`config.mk`:
```
export PLATFORM = sky130hd
export DESIGN_NAME = read_sram_fetch
export DESIGN_NICKNAME = d
export VERILOG_FILES = /design/src/rtl/read_sram_fetch.sv
export SDC_FILE = /design/constraint.sdc
export NUM_CORES = 1
export LEC_CHECK = 0
export BUFFER_PORTS_ARGS = -buffer_cell sky130_fd_sc_hd__buf_2
export CORE_ASPECT_RATIO = 1.4
export CORE_MARGIN = 1
export CORE_UTILIZATION = 50
export CTS_CLUSTER_DIAMETER = 80
export DETAILED_ROUTE_END_ITERATION = 10
export GPL_ROUTABILITY_DRIVEN = 0
export PLACE_DENSITY_LB_ADDON = 0.05
export RECOVER_POWER = 50
export SYNTH_ARGS = -nofsm -noshare
export SYNTH_HDL_FRONTEND = slang
export SYNTH_SLANG_ARGS = --single-unit
```
`constraint.sdc`:
```
create_clock -name clka -period 20.4 [get_ports clka]
set_input_delay 3.06 -clock clka [delete_from_list [all_inputs] [get_ports clka]]
set_output_delay 3.06 -clock clka [all_outputs]
set_load 0.1 [all_outputs]
```
`src/rtl/read_sram_fetch.sv`:
```
// Read-side master for a 2-cycle-latency single-port SRAM: streams a contiguous
// word range through a credit-limited latency pipe into a small output FIFO.
module read_sram_fetch #(
   parameter int ADDR_W     = 10,
   parameter int DATA_W     = 64,
   parameter int LATENCY    = 2,
   parameter int FIFO_DEPTH = 4
) (
   input  logic              clka,
   input  logic              rst,
   input  logic              start,
   input  logic [ADDR_W-1:0] base_addr,
   input  logic [ADDR_W:0]   num_words,
   output logic              busy,
   output logic              done,
   output logic [ADDR_W-1:0] sram_addra,
   output logic              sram_wea,
   output logic [DATA_W-1:0] sram_dina,
   input  logic [DATA_W-1:0] sram_douta,
   output logic [DATA_W-1:0] rd_data,
   output logic              rd_valid,
   input  logic              rd_ready,
   output logic              rd_last
);
   localparam int PW = $clog2(FIFO_DEPTH);
   localparam int CW = $clog2(FIFO_DEPTH + 1);

   typedef enum logic [1:0] {
      S_IDLE  = 2'd0,
      S_FETCH = 2'd1,
      S_DRAIN = 2'd2,
      S_DONE  = 2'd3
   } state_t;

   state_t            state;
   state_t            next_state;
   logic [ADDR_W-1:0] addr_cnt;
   logic [ADDR_W-1:0] addr_hold;
   logic [ADDR_W:0]   remain;
   logic [LATENCY-1:0] vld_pipe;
   logic [LATENCY-1:0] last_pipe;
   logic [CW-1:0]     inflight;
   logic [CW-1:0]     fifo_count;
   logic [CW:0]       credit_used;
   logic              issue;
   logic              capture;
   logic              pop;
   logic [DATA_W-1:0] fifo_data [FIFO_DEPTH];
   logic [FIFO_DEPTH-1:0] fifo_last;
   logic [PW-1:0]     wr_ptr;
   logic [PW-1:0]     rd_ptr;

   assign sram_wea    = 1'b0;
   assign sram_dina   = DATA_W'(0);
   assign credit_used = {1'b0, inflight} + {1'b0, fifo_count};
   assign capture     = vld_pipe[LATENCY-1];
   assign rd_valid    = (fifo_count != CW'(0));
   assign pop         = rd_valid & rd_ready;
   assign rd_data     = fifo_data[rd_ptr];
   assign rd_last     = rd_valid & fifo_last[rd_ptr];

   // State register; busy/done registered from the upcoming state
   always_ff @(posedge clka or posedge rst) begin
      if (rst) begin
         state <= S_IDLE;
         busy  <= 1'b0;
         done  <= 1'b0;
      end else begin
         state <= next_state;
         busy  <= (next_state != S_IDLE);
         done  <= (next_state == S_DONE);
      end
   end

   // Next-state logic
   always_comb begin
      next_state = state;
      case (state)
         S_IDLE: begin
            if (start) begin
               next_state = (num_words == (ADDR_W+1)'(0)) ? S_DONE : S_FETCH;
            end else begin
               next_state = S_IDLE;
            end
         end
         S_FETCH: begin
            if (issue && (remain == (ADDR_W+1)'(1))) begin
               next_state = S_DRAIN;
            end else begin
               next_state = S_FETCH;
            end
         end
         // The last-tagged word is only in the FIFO once the pipe holds nothing more
         S_DRAIN: begin
            if ((inflight == CW'(0)) && pop && rd_last) begin
               next_state = S_DONE;
            end else begin
               next_state = S_DRAIN;
            end
         end
         S_DONE:  next_state = S_IDLE;
         default: next_state = S_IDLE;
      endcase
   end

   // Issue decision and SRAM address; credits cover everything issued or buffered
   always_comb begin
      issue      = 1'b0;
      sram_addra = addr_hold;
      if ((state == S_FETCH) && (remain != (ADDR_W+1)'(0)) &&
          (credit_used < (CW+1)'(FIFO_DEPTH))) begin
         issue      = 1'b1;
         sram_addra = addr_cnt;
      end else begin
         issue      = 1'b0;
         sram_addra = addr_hold;
      end
   end

   // Address/remaining counters, latency pipe and in-flight count
   always_ff @(posedge clka or posedge rst) begin
      if (rst) begin
         addr_cnt  <= ADDR_W'(0);
         addr_hold <= ADDR_W'(0);
         remain    <= (ADDR_W+1)'(0);
         vld_pipe  <= LATENCY'(0);
         last_pipe <= LATENCY'(0);
         inflight  <= CW'(0);
      end else begin
         if ((state == S_IDLE) && start) begin
            addr_cnt <= base_addr;
            remain   <= num_words;
         end else if (issue) begin
            addr_cnt  <= addr_cnt + ADDR_W'(1);
            remain    <= remain - (ADDR_W+1)'(1);
            addr_hold <= addr_cnt;
         end
         vld_pipe[0]  <= issue;
         last_pipe[0] <= issue & (remain == (ADDR_W+1)'(1));
         for (int i = 1; i < LATENCY; i++) begin
            vld_pipe[i]  <= vld_pipe[i-1];
            last_pipe[i] <= last_pipe[i-1];
         end
         case ({issue, capture})
            2'b10:   inflight <= inflight + CW'(1);
            2'b01:   inflight <= inflight - CW'(1);
            default: inflight <= inflight;
         endcase
      end
   end

   // Output FIFO storage and pointers
   always_ff @(posedge clka or posedge rst) begin
      if (rst) begin
         wr_ptr     <= PW'(0);
         rd_ptr     <= PW'(0);
         fifo_count <= CW'(0);
         fifo_last  <= FIFO_DEPTH'(0);
         for (int i = 0; i < FIFO_DEPTH; i++) begin
            fifo_data[i] <= DATA_W'(0);
         end
      end else begin
         if (capture) begin
            fifo_data[wr_ptr] <= sram_douta;
            fifo_last[wr_ptr] <= last_pipe[LATENCY-1];
            wr_ptr            <= wr_ptr + PW'(1);
         end
         if (pop) begin
            rd_ptr <= rd_ptr + PW'(1);
         end
         case ({capture, pop})
            2'b10:   fifo_count <= fifo_count + CW'(1);
            2'b01:   fifo_count <= fifo_count - CW'(1);
            default: fifo_count <= fifo_count;
         endcase
      end
   end

   read_sram_fetch_chk u_chk (
      .clka    (clka),
      .rst     (rst),
      .capture (capture),
      .pop     (pop),
      .full    (fifo_count == CW'(FIFO_DEPTH))
   );
endmodule

// Capture into a full FIFO without a same-cycle pop means the credit rule broke.
module read_sram_fetch_chk (
   input logic clka,
   input logic rst,
   input logic capture,
   input logic pop,
   input logic full
);
   a_no_overflow : assert property (@(posedge clka) disable iff (rst)
      !(capture && full && !pop))
      else $error("read_sram_fetch: FIFO overflow on capture");
endmodule

```
==> results.yml <==
global_route:
  grt-ovfl-total: 0
  grt_pass1_vias: 8518
  grt_max_degree: 173
  grt_antenna_before_repair: 0
  grt_first_pass_wirelength_mm: 45.55
  grtUsageTotal_pct: 19.95
floorplan:
  die_h_um: 201.9
  initial_core_util_pct: 51.25
  core_region_area_sq_um: 27840
  io_pins: 232
  rows: 72
  die_w_um: 144.8
  die_area_sq_um: 29220
cts:
  clkSinkCount: 309
  clk-insertion-delay-late_ns: 0.55
  root_buffer: "clkbuf_16"
  tritoncts: "done"
  path_clk_slew_ns: 0.06
  htreeDepth: 1
  clockBufferDepth: 3
  ctsResizeCount: 0
  cts_hold_buf: 0
  numCtsBuffers: 30
  cts_setup_buffers: 0
critical_path:
  r2r_end: "fifo_data[123]"
  setup.worst_path.start: "rst"
  cpMaxStageDelayCell: "clkinvlp_2"
  worstRegToRegCells: 5
  required_ns: 19.23
  cp_max_fo: 138
  critPathBufInv: 2
  max_stage_delay_ns: 3.31
  crit_path_end_kind: "async pin"
  arrival_ns: 6.66
  path_cells: "buf_2 -> clkinvlp_2"
  r2r-start: "wr_ptr[0]"
  reg2reg_slack_ns: 16.02
  setup.worst_path.class: "input pin to async pin"
  critPathLaunchType: "input pin"
  cpLargestDelayFamily: "buffers and inverters"
timing:
  hold_viol_final: 0
  clock_skew_ns: 0.01392
  maxSlewViolCount: 358
  hold_ws_ns: 0.3495
  setup_violations: 0
  relSlewSlack_pct: -307.5
  tns_ns: 0
  worst_slew_pin_slew_ns: 6.079
  period_share_pct: 38.37
  rsz0062_at_grt: "no"
  fmax_ghz: 0.1278
  finalCriticalPeriod_ns: 7.827
logic_synthesis:
  ys_seq_area_share_pct: 54.21
  netlist_instances: 963
  synth-main-ff-cell: "dfrtp_1"
  synthTopCellsByCount: "dfrtp_1, mux2_2, buf_4, mux4_2, clkbuf_1"
  avgSynthCellArea_sq_um: 14.81
  yosysWarnings: 0
  synth_area_sq_um: 14260
  synthTopCellsByArea: "dfrtp_1, mux2_2, mux4_2"
  yosysUniqueCellTypes: 49
  ys_ff_latch: 309
  synth.most_common_cell: "dfrtp_1"
  synth_edf_count: 0
  async_flop_share_pct: 100.0
  yosysTopAreaCell: "dfrtp_1"
  netlist.area_leader.share_pct: 54.21
placement:
  numPortBuffers: 166
  dpl.hpwl_mm: 16.99
detailed_routing:
  final_antenna_net_count: 0
  vias: 8153
  drt_iter0_drc: 301
  wl_per_cell_um: 18.80
  drt_wl_total_mm: 28.24
  via_per_inst: 5.428
  drtPass1Iterations: 4
  drc: 0
job:
  cap_violations: 6
finish:
  antenna_cells: 0
  nets: 1211
  syn_to_final_growth_pct: 13.39
  layout-drive-gt1-share_pct: 45.58
status:
  outcome: "finished, violations left"
  violations: "max-capacitance violations, max-slew violations"
worst_hold_path:
  holdPathStages: 0
  hold_end: "vld_pipe[1]"
  hp-class: "flip-flop to flip-flop"
  min_from: "vld_pipe[0]"
==> metal layers <==
metal | wire length (um) | track usage [%] | vias up
li1 | - | - | 3716
met1 | 11930 | 26.27 | 4228
met2 | 14490 | 34.07 | 166
met3 | 1313 | 3.506 | 43
met4 | 507 | 4.699 | 0
met5 | 0 | 0 | -
==> sequential cells by signal, indices dropped and copies added (netlist names) <==
register	flops
busy	1
state	2
vld_pipe	2
done	1
addr_hold	10
wr_ptr	2
inflight	3
last_pipe	2
fifo_data	256
remain	11
fifo_last	4
fifo_count	3
addr_cnt	10
rd_ptr	2
==> logic make-up (layout without fill, tap and decap cells) <==
family / after synthesis / count (layout) / synth area share, %
multiplexers: 340 / 340 / 31.95
flip-flops: 309 / 309 / 54.21
buffers and inverters: 139 / 244 / 5.447
AND/OR/NAND/NOR: 95 / 95 / 3.763
AO/OA/AOI/OAI: 57 / 57 / 2.807
adder cells (fa/ha/maj): 13 / 13 / 1.246
XOR/XNOR: 9 / 9 / 0.5525
other: 1 / 65 / 0.02629
==> worst reg2reg max path, stage by stage, from the launching register on <==
cell      delay, ns
dfrtp_1        0.41
inv_1          0.08
ha_1           0.19
nand2_1        1.03
clkbuf_1       2.06
mux2_2         0.51
==> cell type report <==
type                       count  area, sq um
clock buffer                  40        869.6
sequential                   309         7737
timing repair buffer         173        822.0
multi-input combinational    579         5991
clock inverter                15        230.2
tap                          370        462.9
inverter                      16        61.31
fill                        2272        11660
==> metrics by stage <==
| step | cell area [sq um] | instances | utilization, % | setup WS (ns) |
|---|---|---|---|---|
| finish | 16170 | 1502 | 58.10 | 12.57 |
| global route | 16170 | 1502 | 58.10 | 11.33 |
| CTS | 16290 | 1502 | 58.54 | 13.63 |
| detailed placement | 15190 | 1447 | 54.58 | 14.23 |
| global placement | 15190 | 1447 | 54.58 | 14.34 |
| floorplan | 14510 | 1027 | - | 8.796 |
==> layout by cell type, fill, tap and decap left out, drive strengths merged, types with 10 or more instances in the layout <==
cell	netlist	routed
dfrtp	309	309
mux2	273	273
buf	75	122
clkbuf	48	91
mux4	65	65
conb	1	65
nand2	19	19
o21ai	17	17
inv	16	15
nor4	11	11
nor2	11	11
ha	11	11
nand3	10	10
==> worst max-delay path by stage <==
stage	end	slack, ns	cells after the start
after floorplan	addr_cnt[0]	8.80	1
after global placement	sram_addra[6]	14.34	7
after detailed placement	sram_addra[0]	14.23	7
after CTS	sram_addra[0]	13.63	7
after global routing	rd_ptr[0]	11.33	2
final	rd_ptr[0]	12.57	2
Power is left out: the tool's default activity adds up to more than one toggle a clock period on the data nets, which glitch-free logic cannot reach.
